**config.mk**
```make
export PLATFORM = sky130hd
export DESIGN_NAME = apb_req_arbiter
export DESIGN_NICKNAME = d
export VERILOG_FILES = /design/src/rtl/apb_arb_pkg.sv /design/src/rtl/apb_rr_pick.sv /design/src/rtl/apb_req_arbiter.sv
export SDC_FILE = /design/constraint.sdc
export NUM_CORES = 1
export LEC_CHECK = 0
export ABC_AREA = 1
export CORE_AREA = 2 2 166 168
export CTS_BUF_LIST = sky130_fd_sc_hd__clkbuf_4
export DETAILED_ROUTE_END_ITERATION = 8
export DIE_AREA = 0 0 168 170
export PLACE_DENSITY = 0.67
export SETUP_SLACK_MARGIN = 0.15
export SLEW_MARGIN = 10
export SYNTH_ARGS = -nofsm -noshare
export SYNTH_HDL_FRONTEND = slang
export SYNTH_SLANG_ARGS = --single-unit
```
**constraint.sdc**
```tcl
create_clock -name clk_i -period 4.7 [get_ports clk_i]
set_input_delay 0.94 -clock clk_i [delete_from_list [all_inputs] [get_ports clk_i]]
set_output_delay 0.94 -clock clk_i [all_outputs]
set_load 0.02 [all_outputs]
```
**src/rtl/apb_arb_pkg.sv**
```systemverilog
// Shared types and helpers for the APB request arbiter.
package apb_arb_pkg;

  typedef enum logic [1:0] {
    StIdle   = 2'd0,
    StSetup  = 2'd1,
    StAccess = 2'd2
  } arb_state_e;

  // Bits needed to hold values 0..n-1; never less than one bit.
  function automatic int unsigned clog2(input int unsigned n);
    int unsigned w;
    w = 1;
    while ((32'd1 << w) < n) begin
      w++;
    end
    return w;
  endfunction

endpackage

```
**src/rtl/apb_rr_pick.sv**
```systemverilog
// Round-robin winner selection: first asserted request at or above ptr, wrapping.
module apb_rr_pick #(
  parameter int unsigned NUM_REQ = 4,
  parameter int unsigned IDX_W   = 2
) (
  input  logic [NUM_REQ-1:0] req_i,
  input  logic [IDX_W-1:0]   ptr_i,
  output logic [NUM_REQ-1:0] grant_o,
  output logic [IDX_W-1:0]   idx_o,
  output logic               any_o
);

  always_comb begin
    logic [IDX_W-1:0] cand;
    grant_o = '0;
    idx_o   = '0;
    any_o   = 1'b0;
    cand    = '0;
    for (int unsigned off = 0; off < NUM_REQ; off++) begin
      cand = IDX_W'((32'(ptr_i) + off) % NUM_REQ);
      if (!any_o && req_i[cand]) begin
        any_o         = 1'b1;
        idx_o         = cand;
        grant_o[cand] = 1'b1;
      end
    end
  end

endmodule

```
**src/rtl/apb_req_arbiter.sv**
```systemverilog
// Multi-requester front end for a single APB4 master port with round-robin
// arbitration and an optional ACCESS-phase timeout.
module apb_req_arbiter
  import apb_arb_pkg::*;
#(
  parameter int unsigned NUM_REQ        = 4,
  parameter int unsigned ADDR_WIDTH     = 32,
  parameter int unsigned DATA_WIDTH     = 32,
  parameter int unsigned TIMEOUT_CYCLES = 256,
  localparam int unsigned STRB_WIDTH    = (DATA_WIDTH + 7) / 8
) (
  input  logic                                  clk_i,
  input  logic                                  rst_i,
  input  logic [NUM_REQ-1:0]                    req_valid_i,
  output logic [NUM_REQ-1:0]                    req_ready_o,
  input  logic [NUM_REQ-1:0][ADDR_WIDTH-1:0]    req_addr_i,
  input  logic [NUM_REQ-1:0][DATA_WIDTH-1:0]    req_wdata_i,
  input  logic [NUM_REQ-1:0][STRB_WIDTH-1:0]    req_strb_i,
  input  logic [NUM_REQ-1:0]                    req_write_i,
  output logic [NUM_REQ-1:0]                    rsp_valid_o,
  output logic [DATA_WIDTH-1:0]                 rsp_rdata_o,
  output logic                                  rsp_slverr_o,
  output logic [ADDR_WIDTH-1:0]                 paddr_o,
  output logic                                  psel_o,
  output logic                                  penable_o,
  output logic                                  pwrite_o,
  output logic [DATA_WIDTH-1:0]                 pwdata_o,
  output logic [STRB_WIDTH-1:0]                 pstrb_o,
  input  logic                                  pready_i,
  input  logic [DATA_WIDTH-1:0]                 prdata_i,
  input  logic                                  pslverr_i
);

  localparam int unsigned IDX_W = clog2(NUM_REQ);
  localparam int unsigned CNT_W = clog2(TIMEOUT_CYCLES + 1);

  arb_state_e state_q, state_d;

  logic [IDX_W-1:0]      ptr_q;
  logic [IDX_W-1:0]      owner_q;
  logic [CNT_W-1:0]      wait_cnt_q;
  logic [CNT_W-1:0]      wait_inc;
  logic [NUM_REQ-1:0]    grant;
  logic [IDX_W-1:0]      pick_idx;
  logic                  pick_any;
  logic                  accept;
  logic                  done_ok;
  logic                  timeout_hit;

  logic [ADDR_WIDTH-1:0] paddr_q;
  logic [DATA_WIDTH-1:0] pwdata_q;
  logic [STRB_WIDTH-1:0] pstrb_q;
  logic                  pwrite_q;
  logic [NUM_REQ-1:0]    rsp_valid_q;
  logic [DATA_WIDTH-1:0] rsp_rdata_q;
  logic                  rsp_slverr_q;

  apb_rr_pick #(
    .NUM_REQ (NUM_REQ),
    .IDX_W   (IDX_W)
  ) u_pick (
    .req_i   (req_valid_i),
    .ptr_i   (ptr_q),
    .grant_o (grant),
    .idx_o   (pick_idx),
    .any_o   (pick_any)
  );

  assign accept   = (state_q == StIdle) && pick_any;
  assign done_ok  = (state_q == StAccess) && pready_i;
  assign wait_inc = wait_cnt_q + CNT_W'(1);
  // Fires on the ACCESS cycle whose stall would bring the count to the limit.
  assign timeout_hit = (TIMEOUT_CYCLES != 0) && (state_q == StAccess) && !pready_i &&
                       (wait_inc == CNT_W'(TIMEOUT_CYCLES));

  always_ff @(posedge clk_i or posedge rst_i) begin
    if (rst_i) begin
      state_q <= StIdle;
    end else begin
      state_q <= state_d;
    end
  end

  always_comb begin
    state_d = state_q;
    unique case (state_q)
      StIdle:   if (pick_any) state_d = StSetup;
      StSetup:  state_d = StAccess;
      StAccess: if (pready_i || timeout_hit) state_d = StIdle;
      default:  state_d = StIdle;
    endcase
  end

  always_comb begin
    psel_o      = (state_q == StSetup) || (state_q == StAccess);
    penable_o   = (state_q == StAccess);
    // Gated by reset so no acceptance is signalled while the block is held.
    req_ready_o = ((state_q == StIdle) && !rst_i) ? grant : '0;
  end

  always_ff @(posedge clk_i or posedge rst_i) begin
    if (rst_i) begin
      ptr_q        <= '0;
      owner_q      <= '0;
      wait_cnt_q   <= '0;
      paddr_q      <= '0;
      pwdata_q     <= '0;
      pstrb_q      <= '0;
      pwrite_q     <= 1'b0;
      rsp_valid_q  <= '0;
      rsp_rdata_q  <= '0;
      rsp_slverr_q <= 1'b0;
    end else begin
      rsp_valid_q <= '0;
      if (accept) begin
        paddr_q    <= req_addr_i[pick_idx];
        pwdata_q   <= req_wdata_i[pick_idx];
        pstrb_q    <= req_strb_i[pick_idx];
        pwrite_q   <= req_write_i[pick_idx];
        owner_q    <= pick_idx;
        wait_cnt_q <= '0;
        ptr_q      <= (pick_idx == IDX_W'(NUM_REQ - 1)) ? '0 : pick_idx + IDX_W'(1);
      end else if ((state_q == StAccess) && !pready_i && (TIMEOUT_CYCLES != 0)) begin
        wait_cnt_q <= wait_inc;
      end
      if (done_ok) begin
        rsp_valid_q[owner_q] <= 1'b1;
        rsp_rdata_q          <= pwrite_q ? '0 : prdata_i;
        rsp_slverr_q         <= pslverr_i;
      end else if (timeout_hit) begin
        rsp_valid_q[owner_q] <= 1'b1;
        rsp_rdata_q          <= '0;
        rsp_slverr_q         <= 1'b1;
      end
    end
  end

  assign paddr_o      = paddr_q;
  assign pwdata_o     = pwdata_q;
  assign pstrb_o      = pstrb_q;
  assign pwrite_o     = pwrite_q;
  assign rsp_valid_o  = rsp_valid_q;
  assign rsp_rdata_o  = rsp_rdata_q;
  assign rsp_slverr_o = rsp_slverr_q;

endmodule

```
==> results of run 1 <==
[final timing paths]
| kind | to | cells after the start | startpoint | slack [ns] |
|---|---|---|---|---|
| worst min-delay path | paddr_o[12]$_DFFE_PP0P_ | 2 | paddr_o[12]$_DFFE_PP0P_ | 0.48 |
| worst max register to register | paddr_o[23]$_DFFE_PP0P_ | 16 | ptr_q[0]$_DFFE_PP0P_ | 1.42 |
| min in group asynchronous | rsp_rdata_o[22]$_DFFE_PP0P_ | 2 | rst_i | 0.81 |
| worst min register to register | paddr_o[12]$_DFFE_PP0P_ | 2 | paddr_o[12]$_DFFE_PP0P_ | 0.48 |
| worst max-delay path | req_ready_o[3] | 11 | ptr_q[0]$_DFFE_PP0P_ | 0.39 |
| max in group asynchronous | paddr_o[20]$_DFFE_PP0P_ | 3 | rst_i | 3.04 |
[Yosys cell counts (all sizes together)]
cell type  instances
ha                13
clkbuf            17
a21oi             10
nand4              4
a21boi             1
nor3b              1
buf               65
nand3            296
dfrtp            121
nand2            564
o21ai             12
nor3               1
o211ai             1
inv              311
xnor2              1
or2                1
o21bai             2
o221ai             1
a22oi              3
xor2               6
nor2              20
[cells by family (layout without fill, tap and decap cells)]
logic type / Yosys count / count (layout) / share of synthesized area, %
AO/OA/AOI/OAI: 30 / 30 / 1.997
adder cells (fa/ha/maj): 13 / 13 / 1.854
flip-flops: 121 / 121 / 34.51
AND/OR/NAND/NOR: 887 / 887 / 42.83
XOR/XNOR: 7 / 7 / 0.6988
other: 0 / 4 / 0
buffers and inverters: 393 / 781 / 18.11
[stage by stage]
step / setup slack [ns] / cells
after floorplan: 0.5458 / 1451
after global placement: 0.7090 / 2149
after detailed placement: 0.6464 / 2149
after CTS: 0.4045 / 2180
after global routing: 0.1554 / 2182
final: 0.3886 / 2184
[critical path: cells and delay by family (launching register included)]
family	cells	cell delay, ns
buffers and inverters	5	1.07
and+or+nand+nor	3	0.43
AOI/OAI and AO/OA	2	0.37
adders and majority gates	1	0.40
DFF	1	0.56
[registers in the layout, indices dropped and copies added (netlist names), 4 cells and up]
name and count:
paddr_o 32, pwdata_o 32, rsp_rdata_o 32, wait_cnt_q 9
pstrb_o 4, rsp_valid_o 4
[power groups by stage]
stage	clock network, mW	logic [mW]	registers, mW
6_report	0.880	8.15	1.84
5_1_grt	0.949	9.17	1.90
4_1_cts	0.909	8.23	1.84
3_5_place_dp	0	8.22	1.85
3_3_place_gp	0	8.11	1.84
2_1_floorplan	0	5.17	2.34
[placed cells by master (no fill, tap or decap), types with 5 or more instances in the layout]
master and n:
sky130_fd_sc_hd__nor2_1 16, sky130_fd_sc_hd__a21oi_1 10, sky130_fd_sc_hd__ha_1 13, sky130_fd_sc_hd__nand2_1 559, sky130_fd_sc_hd__dfrtp_1 121, sky130_fd_sc_hd__clkdlybuf4s50_1 427
sky130_fd_sc_hd__clkbuf_4 18, sky130_fd_sc_hd__inv_1 305, sky130_fd_sc_hd__inv_2 5, sky130_fd_sc_hd__o21ai_0 10, sky130_fd_sc_hd__buf_4 7, sky130_fd_sc_hd__xor2_1 6
sky130_fd_sc_hd__buf_12 5, sky130_fd_sc_hd__nand3_1 294
[area by class of cell]
type,instances,area (um2),share of cell area [%]
antenna,4,10.01,0.07368
clock buffer,18,135.1,0.9947
clock inverter,13,192.7,1.418
inverter,311,1170,8.611
multi-input combinational,937,4197,30.89
sequential,121,3028,22.29
tap,341,426.7,3.141
timing repair buffer,439,4427,32.58
[routing by layer]
metal / up-vias / routed length [um] / track usage, %
met3: 65 / 2408 / 6.233
li1: 5097 / - / -
met1: 4553 / 13500 / 26.54
met4: 2 / 1018 / 8.922
met5: - / 13 / 0
met2: 388 / 15680 / 38.18
==> flow_summary.html, run 1 <==
<table>
<tr><th>Metric</th><th>Value</th></tr>
<tr><th colspan="2">Status</th></tr>
<tr><td>Run status</td><td>complete, no violations</td></tr>
<tr><th colspan="2">Route</th></tr>
<tr><td>Average wire per cell in the routed design</td><td>14.94 um</td></tr>
<tr><td>DRC violation total after the first TritonRoute iteration</td><td>between 400 and 500</td></tr>
<tr><td>Total wirelength of the detailed-routed design</td><td>about 33000 um</td></tr>
<tr><td>Via density per instance</td><td>4.627</td></tr>
<tr><td>First-pass iteration count of the detailed router</td><td>7</td></tr>
<tr><td>Overall via count from detail_route</td><td>just over 10000</td></tr>
<tr><td>Remaining DRCs</td><td>0</td></tr>
<tr><td>Antenna viol nets, final</td><td>0</td></tr>
<tr><th colspan="2">STA</th></tr>
<tr><td>Maximum clock frequency</td><td>0.2319 GHz</td></tr>
<tr><td>RSZ-0062 raised after global routing</td><td>no</td></tr>
<tr><td>Worst slew slack as a fraction of its limit</td><td>about two fifths</td></tr>
<tr><td>Final hold violation count</td><td>0</td></tr>
<tr><td>Worst Clk Skew</td><td>0.02246 ns</td></tr>
<tr><td>Minimum period implied by the final worst setup slack</td><td>4.311 ns</td></tr>
<tr><td>Setup violators final</td><td>0</td></tr>
<tr><td>Worst-margin pin slew</td><td>0.9269 ns</td></tr>
<tr><td>Final worst path period share</td><td>between 90% and 100%</td></tr>
<tr><td>Slew Viols, Final</td><td>0</td></tr>
<tr><td>Worst slack on hold paths</td><td>0.4849 ns</td></tr>
<tr><td>Setup tns final</td><td>0 ns</td></tr>
<tr><th colspan="2">Power and ir drop</th></tr>
<tr><td>Cell Pwr Density</td><td>800.5 nW/um2</td></tr>
<tr><td>Sw Share</td><td>between 50 and 60%</td></tr>
<tr><td>Static Leak</td><td>7.456 nW</td></tr>
<tr><td>Largest vdd supply drop</td><td>1.573 mV</td></tr>
<tr><td>Final Power</td><td>10.87 mW</td></tr>
<tr><td>Combinational share of power</td><td>about three quarters</td></tr>
<tr><td>Clock power share</td><td>8.1%</td></tr>
<tr><td>Total net switching power</td><td>5.991 mW</td></tr>
<tr><td>Portion of total power attributed to sequential cells</td><td>between 15 and 20%</td></tr>
<tr><td>Power Internal</td><td>4.883 mW</td></tr>
<tr><th colspan="2">Place</th></tr>
<tr><td>Weighted congestion reported at the end of routability-driven placement</td><td>roughly 0.9</td></tr>
<tr><td>Area of placed instances</td><td>between 10000 and 15000 um2</td></tr>
<tr><td>Input/output buffers</td><td>427</td></tr>
<tr><td>Placed wire-length estimate after detailed placement</td><td>about 24000 um</td></tr>
<tr><th colspan="2">Setup path</th></tr>
<tr><td>Arrival time at the worst endpoint</td><td>approximately 3.4 ns</td></tr>
<tr><td>Critical-path maximum fanout</td><td>11</td></tr>
<tr><td>Crit path cell chain</td><td>inv_2 -&gt; ha_1 -&gt; inv_1 -&gt; nand3_1 -&gt; nand2_2 -&gt; nor2_2 -&gt; inv_2 -&gt; o221ai_1 -&gt; o21ai_0 -&gt; inv_1 -&gt; clkdlybuf4s50_1</td></tr>
<tr><td>Critical path launch point type</td><td>flip-flop</td></tr>
<tr><td>Kind of end point of the critical path</td><td>primary output</td></tr>
<tr><td>Max stage delay cell, worst path</td><td>sky130_fd_sc_hd__clkdlybuf4s50_1</td></tr>
<tr><td>Path type of the worst setup path</td><td>flip-flop to primary output</td></tr>
<tr><td>Highest cell delay on the worst timing path</td><td>0.63 ns</td></tr>
<tr><td>Critical Path RT</td><td>between 3 and 4 ns</td></tr>
<tr><th colspan="2">Final layout</th></tr>
<tr><td>Fin nets</td><td>2156</td></tr>
<tr><td>Filler cell count in the final layout</td><td>2758</td></tr>
<tr><td>Area delta synth-&gt;final</td><td>54.85%</td></tr>
<tr><td>Layout cell share with drive strength beyond 1</td><td>3.317%</td></tr>
<tr><td>Core occupancy in the finished layout</td><td>50.98%</td></tr>
<tr><td>Fin area</td><td>13590 um2</td></tr>
<tr><th colspan="2">Global route</th></tr>
<tr><td>Wire length of the first global-routing pass</td><td>50410 um</td></tr>
<tr><td>Antenna violations before repair</td><td>6</td></tr>
<tr><td>Total grt overflow</td><td>0</td></tr>
<tr><td>Via count of the first global-routing pass</td><td>9628</td></tr>
<tr><td>Largest net degree at the start of global routing</td><td>139</td></tr>
<tr><td>GR Util All Layers</td><td>22.31%</td></tr>
<tr><th colspan="2">Synth</th></tr>
<tr><td>Share of synthesized area occupied by flip-flops and latches</td><td>34.51%</td></tr>
<tr><td>Cell area after synthesis</td><td>roughly 9000 um2</td></tr>
<tr><td>Cells after synthesis</td><td>1451</td></tr>
<tr><td>Post-synthesis area per instance</td><td>6.046 um2</td></tr>
<tr><td>Flop and latch count out of synthesis</td><td>121</td></tr>
<tr><td>Synth area leader</td><td>sky130_fd_sc_hd__dfrtp_1</td></tr>
<tr><td>Synth Warn #</td><td>0</td></tr>
<tr><td>Number of distinct standard cells referenced by the synthesized netlist</td><td>32</td></tr>
<tr><td>Net count of the mapped netlist</td><td>1780</td></tr>
<tr><td>Top cell type's share of synthesized area</td><td>34.51%</td></tr>
<tr><td>Leading cell types by total area after synthesis</td><td>sky130_fd_sc_hd__dfrtp_1 (35%), sky130_fd_sc_hd__nand2_1 (24%), sky130_fd_sc_hd__nand3_1 (17%)</td></tr>
<tr><th colspan="2">Clock network</th></tr>
<tr><td>Number of CTS-inserted buffers</td><td>17</td></tr>
<tr><td>Count of instances resized after the clock tree is built</td><td>0</td></tr>
<tr><td>CTS tree</td><td>built</td></tr>
<tr><td>Total setup buffers inserted after CTS</td><td>0</td></tr>
<tr><td>Post-CTS clock slew at the launch and capture registers of the worst setup and hold paths</td><td>0.11 ns</td></tr>
<tr><td>Number of levels the H-tree was split into</td><td>4</td></tr>
<tr><td>CTS root buffer</td><td>sky130_fd_sc_hd__clkbuf_4</td></tr>
<tr><td>Clock latency of the later-clocked register in the worst-skew pair</td><td>0.55 ns</td></tr>
<tr><td>Cts hold-fix bufs</td><td>0</td></tr>
<tr><td>CTS sink count</td><td>about 120</td></tr>
<tr><td>Buffer levels on the longest clock path</td><td>2</td></tr>
<tr><th colspan="2">Hold path</th></tr>
<tr><td>Path type of the worst min-delay path</td><td>flip-flop to flip-flop</td></tr>
<tr><th colspan="2">Die</th></tr>
<tr><td>Rows</td><td>60</td></tr>
<tr><td>Placeable Area</td><td>between 20000 and 30000 um2</td></tr>
<tr><td>Effective utilization at floorplan</td><td>32.92%</td></tr>
<tr><td>Die W</td><td>168 um</td></tr>
<tr><td>Io pins</td><td>428</td></tr>
<tr><td>Die Outline Area</td><td>28560 um2</td></tr>
<tr><td>Vertical die dimension</td><td>170 um</td></tr>
<tr><th colspan="2">Job</th></tr>
<tr><td>Maximum capacitance violations</td><td>0</td></tr>
</table>
Power figures use the tool's default switching activity.
==> run 2: changes to the inputs <==
- MAX_ROUTING_LAYER: default -> met4
==> run 2 against run 1 <==
  * Combinational power hardly changed
  * Die area stayed put
  * Routed wire length hardly changed
  * First-iteration DRC count is 4.4% higher
  * Final area barely moved
  * Utilization about the same
  * Clock power barely moved
  * Sequential share of layout area hardly changed
  * Highest routed layer is now met4
==> flow_summary.html, run 2 (same netlist as run 1, synthesis figures left out) <==
<table>
<tr><th>Metric</th><th>Value</th></tr>
<tr><th colspan="2">Die</th></tr>
<tr><td>Die Outline Area</td><td>28560 um2 (unchanged)</td></tr>
<tr><td>Rows</td><td>60 (unchanged)</td></tr>
<tr><td>Placeable Area</td><td>26650 um2 (unchanged)</td></tr>
<tr><td>Effective utilization at floorplan</td><td>32.92% (unchanged)</td></tr>
<tr><td>Io pins</td><td>428 (unchanged)</td></tr>
<tr><td>Vertical die dimension</td><td>170 um (unchanged)</td></tr>
<tr><td>Die W</td><td>168 um (unchanged)</td></tr>
<tr><th colspan="2">Final layout</th></tr>
<tr><td>Most common library cell in the layout ignoring fill and taps</td><td>sky130_fd_sc_hd__nand2_1</td></tr>
<tr><td>Layout cell share with drive strength beyond 1</td><td>3.317% (unchanged)</td></tr>
<tr><td>Area delta synth-&gt;final</td><td>54.91% (about the same)</td></tr>
<tr><td>Fin nets</td><td>2156 (unchanged)</td></tr>
<tr><td>Leading cell types in the layout, fill and taps excluded</td><td>sky130_fd_sc_hd__nand2_1 (559), sky130_fd_sc_hd__clkdlybuf4s50_1 (427), sky130_fd_sc_hd__inv_1 (305)</td></tr>
<tr><th colspan="2">Route</th></tr>
<tr><td>Via density per instance</td><td>4.629 (about the same)</td></tr>
<tr><td>Overall via count from detail_route</td><td>10120 (+0.13%)</td></tr>
<tr><td>Average wire per cell in the routed design</td><td>14.94 um (about the same)</td></tr>
<tr><td>Antenna viol nets, final</td><td>0 (unchanged)</td></tr>
<tr><td>DRC violation total after the first TritonRoute iteration</td><td>450 (+4.4%)</td></tr>
<tr><td>First-pass iteration count of the detailed router</td><td>6 (-1)</td></tr>
<tr><td>Total wirelength of the detailed-routed design</td><td>32650 um (about the same)</td></tr>
<tr><td>Remaining DRCs</td><td>0 (unchanged)</td></tr>
<tr><th colspan="2">Global route</th></tr>
<tr><td>Via count of the first global-routing pass</td><td>9629 (+0.010%)</td></tr>
<tr><td>Met3 usage</td><td>5.814% (-0.42 points)</td></tr>
<tr><td>GR Util All Layers</td><td>22.99% (+0.68 points)</td></tr>
<tr><td>Total grt overflow</td><td>0 (unchanged)</td></tr>
<tr><td>Gr busiest metal</td><td>met2</td></tr>
<tr><td>Met1 Track Usage GR</td><td>26.91% (+0.36 points)</td></tr>
<tr><td>Wire length of the first global-routing pass</td><td>50350 um (-0.12%)</td></tr>
<tr><td>Antenna violations before repair</td><td>6 (unchanged)</td></tr>
<tr><td>Met2 Use GR</td><td>38.11% (-0.072 points)</td></tr>
<tr><td>Largest net degree at the start of global routing</td><td>139 (unchanged)</td></tr>
<tr><th colspan="2">STA</th></tr>
<tr><td>RSZ-0062 raised after global routing</td><td>no</td></tr>
<tr><td>Worst slew slack as a fraction of its limit</td><td>38.47% (+0.26 points)</td></tr>
<tr><td>Maximum clock frequency</td><td>0.2342 GHz (+0.98%)</td></tr>
<tr><td>Minimum period implied by the final worst setup slack</td><td>4.269 ns (-0.04190 ns)</td></tr>
<tr><td>Final hold violation count</td><td>0 (unchanged)</td></tr>
<tr><td>Worst slack on hold paths</td><td>0.4849 ns (-0.00005200 ns)</td></tr>
<tr><td>Setup tns final</td><td>0 ns (unchanged)</td></tr>
<tr><td>Final worst path period share</td><td>90.84% (-0.89 points)</td></tr>
<tr><td>Worst Clk Skew</td><td>0.02364 ns (+0.001180 ns)</td></tr>
<tr><td>Setup violators final</td><td>0 (unchanged)</td></tr>
<tr><td>Worst-margin pin slew</td><td>0.9229 ns (-0.003962 ns)</td></tr>
<tr><td>Slew Viols, Final</td><td>0 (unchanged)</td></tr>
<tr><th colspan="2">Clock network</th></tr>
<tr><td>Cts hold-fix bufs</td><td>0 (unchanged)</td></tr>
<tr><td>Number of CTS-inserted buffers</td><td>17 (unchanged)</td></tr>
<tr><td>Clock latency of the later-clocked register in the worst-skew pair</td><td>0.55 ns (about the same)</td></tr>
<tr><td>Total setup buffers inserted after CTS</td><td>0 (unchanged)</td></tr>
<tr><td>CTS sink count</td><td>121 (unchanged)</td></tr>
<tr><td>Number of levels the H-tree was split into</td><td>4 (unchanged)</td></tr>
<tr><td>CTS tree</td><td>built</td></tr>
<tr><td>Buffer levels on the longest clock path</td><td>2 (unchanged)</td></tr>
<tr><td>Post-CTS clock slew at the launch and capture registers of the worst setup and hold paths</td><td>0.11 ns (about the same)</td></tr>
<tr><td>CTS root buffer</td><td>sky130_fd_sc_hd__clkbuf_4</td></tr>
<tr><td>Count of instances resized after the clock tree is built</td><td>0 (unchanged)</td></tr>
<tr><th colspan="2">Setup path</th></tr>
<tr><td>Critical Path RT</td><td>3.76 ns (about the same)</td></tr>
<tr><td>Path type of the worst setup path</td><td>flip-flop to primary output</td></tr>
<tr><td>Critical path launch point type</td><td>flip-flop</td></tr>
<tr><td>Critical Path Source</td><td>ptr_q[0]$_DFFE_PP0P_</td></tr>
<tr><td>Launch point of the worst reg-to-reg path</td><td>ptr_q[0]$_DFFE_PP0P_</td></tr>
<tr><td>Kind of end point of the critical path</td><td>primary output</td></tr>
<tr><td>Arrival time at the worst endpoint</td><td>3.33 ns (-0.04 ns)</td></tr>
<tr><td>Critical-path maximum fanout</td><td>11 (unchanged)</td></tr>
<tr><th colspan="2">Hold path</th></tr>
<tr><td>Hold wc startpoint</td><td>paddr_o[12]$_DFFE_PP0P_</td></tr>
<tr><td>Path type of the worst min-delay path</td><td>flip-flop to flip-flop</td></tr>
<tr><th colspan="2">Power and ir drop</th></tr>
<tr><td>Static Leak</td><td>7.456 nW (about the same)</td></tr>
<tr><td>Cell Pwr Density</td><td>799.7 nW/um2 (-0.10%)</td></tr>
<tr><td>Largest vdd supply drop</td><td>1.569 mV (-0.27%)</td></tr>
<tr><th colspan="2">Place</th></tr>
<tr><td>Input/output buffers</td><td>427 (unchanged)</td></tr>
<tr><td>Weighted congestion reported at the end of routability-driven placement</td><td>0.9051 (+1.7%)</td></tr>
<tr><td>Placed wire-length estimate after detailed placement</td><td>23640 um (unchanged)</td></tr>
<tr><th colspan="2">Status</th></tr>
<tr><td>Run status</td><td>complete, no violations</td></tr>
<tr><th colspan="2">Job</th></tr>
<tr><td>Maximum capacitance violations</td><td>0 (unchanged)</td></tr>
</table>
run 2: cell types whose count changed in the layout (fill, tap and decap cells not counted), sizes merged:
cell and change:
diode +2
run 2: layer usage:
metal / vias up / routed length, um
met3: 57 / 2401
met2: 396 / 15620
met1: 4566 / 13670
met5: - / 0
li1: 5099 / -
met4: 0 / 955
run 2: per-stage QoR:
| stage | area [um2] | setup WS [ns] | utilization, % | instances | total power, mW |
|---|---|---|---|---|---|
| after floorplan | 8773 | 0.5458 | - | 1451 | 7.512 |
| after global placement | 13240 | 0.7090 | 49.69 | 2149 | 9.951 |
| after detailed placement | 13240 | 0.6464 | 49.69 | 2149 | 10.07 |
| after CTS | 13570 | 0.4045 | 50.92 | 2180 | 10.98 |
| after global routing | 13590 | 0.1554 | 51.00 | 2186 | 12.01 |
| final | 13590 | 0.4305 | 51.00 | 2186 | 10.87 |
run 2: where the power goes:
group	internal, mW	switching [mW]	leakage [nW]
clock	0.433	0.447	0.172
combinational	2.90	5.25	5.76
sequential	1.55	0.290	1.53
total	4.88	5.99	7.46
run 2: path summary, 6_finish.rpt:
kind / depth (start not counted) / end / slack, ns
max: 11 / req_ready_o[3] / 0.43
min: 2 / paddr_o[12]$_DFFE_PP0P_ / 0.48
max reg2reg: 16 / paddr_o[23]$_DFFE_PP0P_ / 1.42
min reg2reg: 2 / paddr_o[12]$_DFFE_PP0P_ / 0.48
max in group asynchronous: 3 / paddr_o[20]$_DFFE_PP0P_ / 3.02
min in group asynchronous: 2 / rsp_rdata_o[22]$_DFFE_PP0P_ / 0.82
run 2: cell type report:
| type | instances | area (um2) |
|---|---|---|
| clock buffer | 18 | 135.1 |
| multi-input combinational | 937 | 4197 |
| tap | 341 | 426.7 |
| antenna | 6 | 15.01 |
| timing repair buffer | 439 | 4427 |
| inverter | 311 | 1170 |
| fill | 2754 | 13060 |
| clock inverter | 13 | 192.7 |
| sequential | 121 | 3028 |
run 2: critical path, cell delays in order (launching register included):
cell and delay (ns):
sky130_fd_sc_hd__dfrtp_1 0.56, sky130_fd_sc_hd__inv_2 0.19, sky130_fd_sc_hd__ha_1 0.40, sky130_fd_sc_hd__inv_1 0.10
sky130_fd_sc_hd__nand3_1 0.11, sky130_fd_sc_hd__nand2_2 0.11, sky130_fd_sc_hd__nor2_2 0.21, sky130_fd_sc_hd__inv_2 0.08
sky130_fd_sc_hd__o221ai_1 0.21, sky130_fd_sc_hd__o21ai_0 0.13, sky130_fd_sc_hd__inv_1 0.07, sky130_fd_sc_hd__clkdlybuf4s50_1 0.63
==> run 3: changes to the inputs <==
- PLACE_DENSITY: 0.67 -> default
- PLACE_DENSITY_LB_ADDON: default -> 0.12
==> run 3 against run 2 <==
  * Clock power down 18%
  * Clock skew about the same
  * Total power down 0.26%
  * Global-route usage up 0.85 points
  * Critical endpoint unchanged
  * Largest power group unchanged
  * Highest routed layer unchanged
==> flow_summary.html, run 3 (same netlist as run 1, synthesis figures left out) <==
<table>
<tr><th>Metric</th><th>Value</th></tr>
<tr><th colspan="2">Die</th></tr>
<tr><td>Placeable Area</td><td>26650 um2 (unchanged)</td></tr>
<tr><td>Vertical die dimension</td><td>170 um (unchanged)</td></tr>
<tr><td>Effective utilization at floorplan</td><td>32.92% (unchanged)</td></tr>
<tr><td>Rows</td><td>60 (unchanged)</td></tr>
<tr><td>Die W</td><td>168 um (unchanged)</td></tr>
<tr><td>Io pins</td><td>428 (unchanged)</td></tr>
<tr><td>Die Outline Area</td><td>28560 um2 (unchanged)</td></tr>
<tr><th colspan="2">Global route</th></tr>
<tr><td>Met1 Track Usage GR</td><td>28.87% (+2.0 points)</td></tr>
<tr><td>Antenna violations before repair</td><td>5 (-1)</td></tr>
<tr><td>Largest net degree at the start of global routing</td><td>139 (unchanged)</td></tr>
<tr><td>Wire length of the first global-routing pass</td><td>51630 um (+2.5%)</td></tr>
<tr><td>Total grt overflow</td><td>0 (unchanged)</td></tr>
<tr><td>GR Util All Layers</td><td>23.84% (+0.85 points)</td></tr>
<tr><td>Met3 usage</td><td>5.512% (-0.30 points)</td></tr>
<tr><td>Met2 Use GR</td><td>39.44% (+1.3 points)</td></tr>
<tr><td>Gr busiest metal</td><td>met2</td></tr>
<tr><td>Via count of the first global-routing pass</td><td>9521 (-1.1%)</td></tr>
<tr><th colspan="2">Route</th></tr>
<tr><td>Via density per instance</td><td>4.608 (-0.45%)</td></tr>
<tr><td>DRC violation total after the first TritonRoute iteration</td><td>588 (+31%)</td></tr>
<tr><td>Total wirelength of the detailed-routed design</td><td>33450 um (+2.5%)</td></tr>
<tr><td>Overall via count from detail_route</td><td>10080 (-0.41%)</td></tr>
<tr><td>First-pass iteration count of the detailed router</td><td>5 (-1)</td></tr>
<tr><td>Antenna viol nets, final</td><td>0 (unchanged)</td></tr>
<tr><td>Average wire per cell in the routed design</td><td>15.30 um (+2.4%)</td></tr>
<tr><td>Remaining DRCs</td><td>0 (unchanged)</td></tr>
<tr><th colspan="2">Final layout</th></tr>
<tr><td>Most common library cell in the layout ignoring fill and taps</td><td>sky130_fd_sc_hd__nand2_1</td></tr>
<tr><td>Fin nets</td><td>2157 (+0.046%)</td></tr>
<tr><td>Filler cell count in the final layout</td><td>2762 (+0.29%)</td></tr>
<tr><td>Area delta synth-&gt;final</td><td>54.34%</td></tr>
<tr><td>Layout cell share with drive strength beyond 1</td><td>3.368% (+0.051 points)</td></tr>
<tr><td>Leading cell types in the layout, fill and taps excluded</td><td>sky130_fd_sc_hd__nand2_1 (559), sky130_fd_sc_hd__clkdlybuf4s50_1 (427), sky130_fd_sc_hd__inv_1 (305)</td></tr>
<tr><td>Core occupancy in the finished layout</td><td>50.81% (-0.19 points)</td></tr>
<tr><td>Fin area</td><td>13540 um2 (-0.37%)</td></tr>
<tr><th colspan="2">STA</th></tr>
<tr><td>Worst Clk Skew</td><td>0.02362 ns (-0.00001830 ns)</td></tr>
<tr><td>Setup violators final</td><td>0 (unchanged)</td></tr>
<tr><td>Slew Viols, Final</td><td>0 (unchanged)</td></tr>
<tr><td>Worst slew slack as a fraction of its limit</td><td>36.45% (-2.0 points)</td></tr>
<tr><td>Maximum clock frequency</td><td>0.2378 GHz (+1.5%)</td></tr>
<tr><td>Setup tns final</td><td>0 ns (unchanged)</td></tr>
<tr><td>Final worst path period share</td><td>89.46% (-1.4 points)</td></tr>
<tr><td>Worst-margin pin slew</td><td>0.9533 ns (+0.03036 ns)</td></tr>
<tr><td>Final hold violation count</td><td>0 (unchanged)</td></tr>
<tr><td>Minimum period implied by the final worst setup slack</td><td>4.205 ns (-0.06488 ns)</td></tr>
<tr><td>RSZ-0062 raised after global routing</td><td>no</td></tr>
<tr><th colspan="2">Setup path</th></tr>
<tr><td>Launch point of the worst reg-to-reg path</td><td>ptr_q[0]$_DFFE_PP0P_</td></tr>
<tr><td>Number of cells on the worst reg-to-reg path</td><td>16 (unchanged)</td></tr>
<tr><td>Critical Path Source</td><td>ptr_q[0]$_DFFE_PP0P_</td></tr>
<tr><td>Critical path launch point type</td><td>flip-flop</td></tr>
<tr><td>Critical-path maximum fanout</td><td>11 (unchanged)</td></tr>
<tr><td>Critical Path RT</td><td>3.76 ns (about the same)</td></tr>
<tr><td>Path type of the worst setup path</td><td>flip-flop to primary output</td></tr>
<tr><td>Kind of end point of the critical path</td><td>primary output</td></tr>
<tr><td>Arrival time at the worst endpoint</td><td>3.26 ns (-0.07 ns)</td></tr>
<tr><th colspan="2">Clock network</th></tr>
<tr><td>CTS sink count</td><td>121 (unchanged)</td></tr>
<tr><td>Cts hold-fix bufs</td><td>0 (unchanged)</td></tr>
<tr><td>Number of CTS-inserted buffers</td><td>17 (unchanged)</td></tr>
<tr><td>CTS tree</td><td>built</td></tr>
<tr><td>CTS root buffer</td><td>sky130_fd_sc_hd__clkbuf_4</td></tr>
<tr><td>Post-CTS clock slew at the launch and capture registers of the worst setup and hold paths</td><td>0.12 ns (about the same)</td></tr>
<tr><td>Count of instances resized after the clock tree is built</td><td>0 (unchanged)</td></tr>
<tr><td>Number of levels the H-tree was split into</td><td>4 (unchanged)</td></tr>
<tr><td>Total setup buffers inserted after CTS</td><td>0 (unchanged)</td></tr>
<tr><td>Clock latency of the later-clocked register in the worst-skew pair</td><td>0.53 ns (-0.02 ns)</td></tr>
<tr><td>Buffer levels on the longest clock path</td><td>2 (unchanged)</td></tr>
<tr><th colspan="2">Place</th></tr>
<tr><td>Input/output buffers</td><td>427 (unchanged)</td></tr>
<tr><td>Weighted congestion reported at the end of routability-driven placement</td><td>0.8792 (-2.9%)</td></tr>
<tr><td>Placed wire-length estimate after detailed placement</td><td>24700 um (+4.5%)</td></tr>
<tr><td>Area of placed instances</td><td>13270 um2 (+0.17%)</td></tr>
<tr><th colspan="2">Power and ir drop</th></tr>
<tr><td>Static Leak</td><td>7.428 nW (-0.38%)</td></tr>
<tr><td>Combinational share of power</td><td>76.4% (+1.4 points)</td></tr>
<tr><td>Power Internal</td><td>4.788 mW (-1.9%)</td></tr>
<tr><td>Total net switching power</td><td>6.052 mW (+1.1%)</td></tr>
<tr><td>Largest vdd supply drop</td><td>0.6022 mV (-62%)</td></tr>
<tr><td>Final Power</td><td>10.84 mW (-0.26%)</td></tr>
<tr><td>Sw Share</td><td>55.83% (+0.75 points)</td></tr>
<tr><td>Portion of total power attributed to sequential cells</td><td>17.0% (about the same)</td></tr>
<tr><td>Clock power share</td><td>6.6% (-1.5 points)</td></tr>
<tr><td>Cell Pwr Density</td><td>800.5 nW/um2 (+0.11%)</td></tr>
<tr><th colspan="2">Hold path</th></tr>
<tr><td>Path type of the worst min-delay path</td><td>flip-flop to flip-flop</td></tr>
<tr><td>Hold wc startpoint</td><td>rsp_rdata_o[7]$_DFFE_PP0P_</td></tr>
<tr><td>Hold Crit Depth</td><td>2 (unchanged)</td></tr>
<tr><th colspan="2">Status</th></tr>
<tr><td>Run status</td><td>complete, no violations</td></tr>
<tr><th colspan="2">Job</th></tr>
<tr><td>Maximum capacitance violations</td><td>0 (unchanged)</td></tr>
</table>
[run 3: worst max-delay path, cell delays in order, from the launching register on]
cell and delay, ns:
sky130_fd_sc_hd__dfrtp_1 0.57, sky130_fd_sc_hd__inv_2 0.20, sky130_fd_sc_hd__ha_1 0.39, sky130_fd_sc_hd__inv_1 0.09
sky130_fd_sc_hd__nand3_1 0.10, sky130_fd_sc_hd__nand2_2 0.11, sky130_fd_sc_hd__nor2_2 0.21, sky130_fd_sc_hd__inv_2 0.09
sky130_fd_sc_hd__o221ai_1 0.20, sky130_fd_sc_hd__o21ai_0 0.11, sky130_fd_sc_hd__inv_1 0.07, sky130_fd_sc_hd__clkdlybuf4s50_1 0.60
[run 3: cell type report]
type,count,area [um2],share of cell area [%]
clock inverter,14,122.6,0.9056
tap,341,426.7,3.151
multi-input combinational,937,4197,30.99
timing repair buffer,440,4447,32.84
clock buffer,18,135.1,0.9980
sequential,121,3028,22.36
inverter,311,1172,8.658
antenna,5,12.51,0.09240
[run 3: final timing paths]
kind,slack (ns),endpoint
min in group asynchronous,1.02,state_q[0]$_DFFE_PP0P_
max,0.50,req_ready_o[3]
min reg2reg,0.48,rsp_rdata_o[7]$_DFFE_PP0P_
max reg2reg,1.50,paddr_o[12]$_DFFE_PP0P_
min,0.48,rsp_rdata_o[7]$_DFFE_PP0P_
max in group asynchronous,2.76,paddr_o[16]$_DFFE_PP0P_
[run 3: stage by stage]
stage	setup slack [ns]	instances	hold slack, ns
after CTS	0.4280	2182	0.4877
after global routing	0.2158	2187	0.5069
after global placement	0.7284	2150	0.4521
after floorplan	0.5458	1451	0.4666
final	0.4954	2187	0.4834
after detailed placement	0.6688	2150	0.4581
[run 3: metal layers]
layer | vias to the layer above | part of all wire (%)
li1 | 5094 | -
met1 | 4615 | 42
met2 | 333 | 49
met3 | 35 | 6.9
met4 | 0 | 2.1
met5 | - | 0
[run 3: power by group through the flow]
| stage | Sequential [mW] | Clock (mW) | Combinational [mW] |
|---|---|---|---|
| 2_1_floorplan | 2.34 | 0 | 5.17 |
| 3_3_place_gp | 1.84 | 0 | 8.29 |
| 3_5_place_dp | 1.85 | 0 | 8.37 |
| 4_1_cts | 1.84 | 0.749 | 8.38 |
| 5_1_grt | 1.90 | 0.796 | 9.32 |
| 6_report | 1.84 | 0.718 | 8.28 |
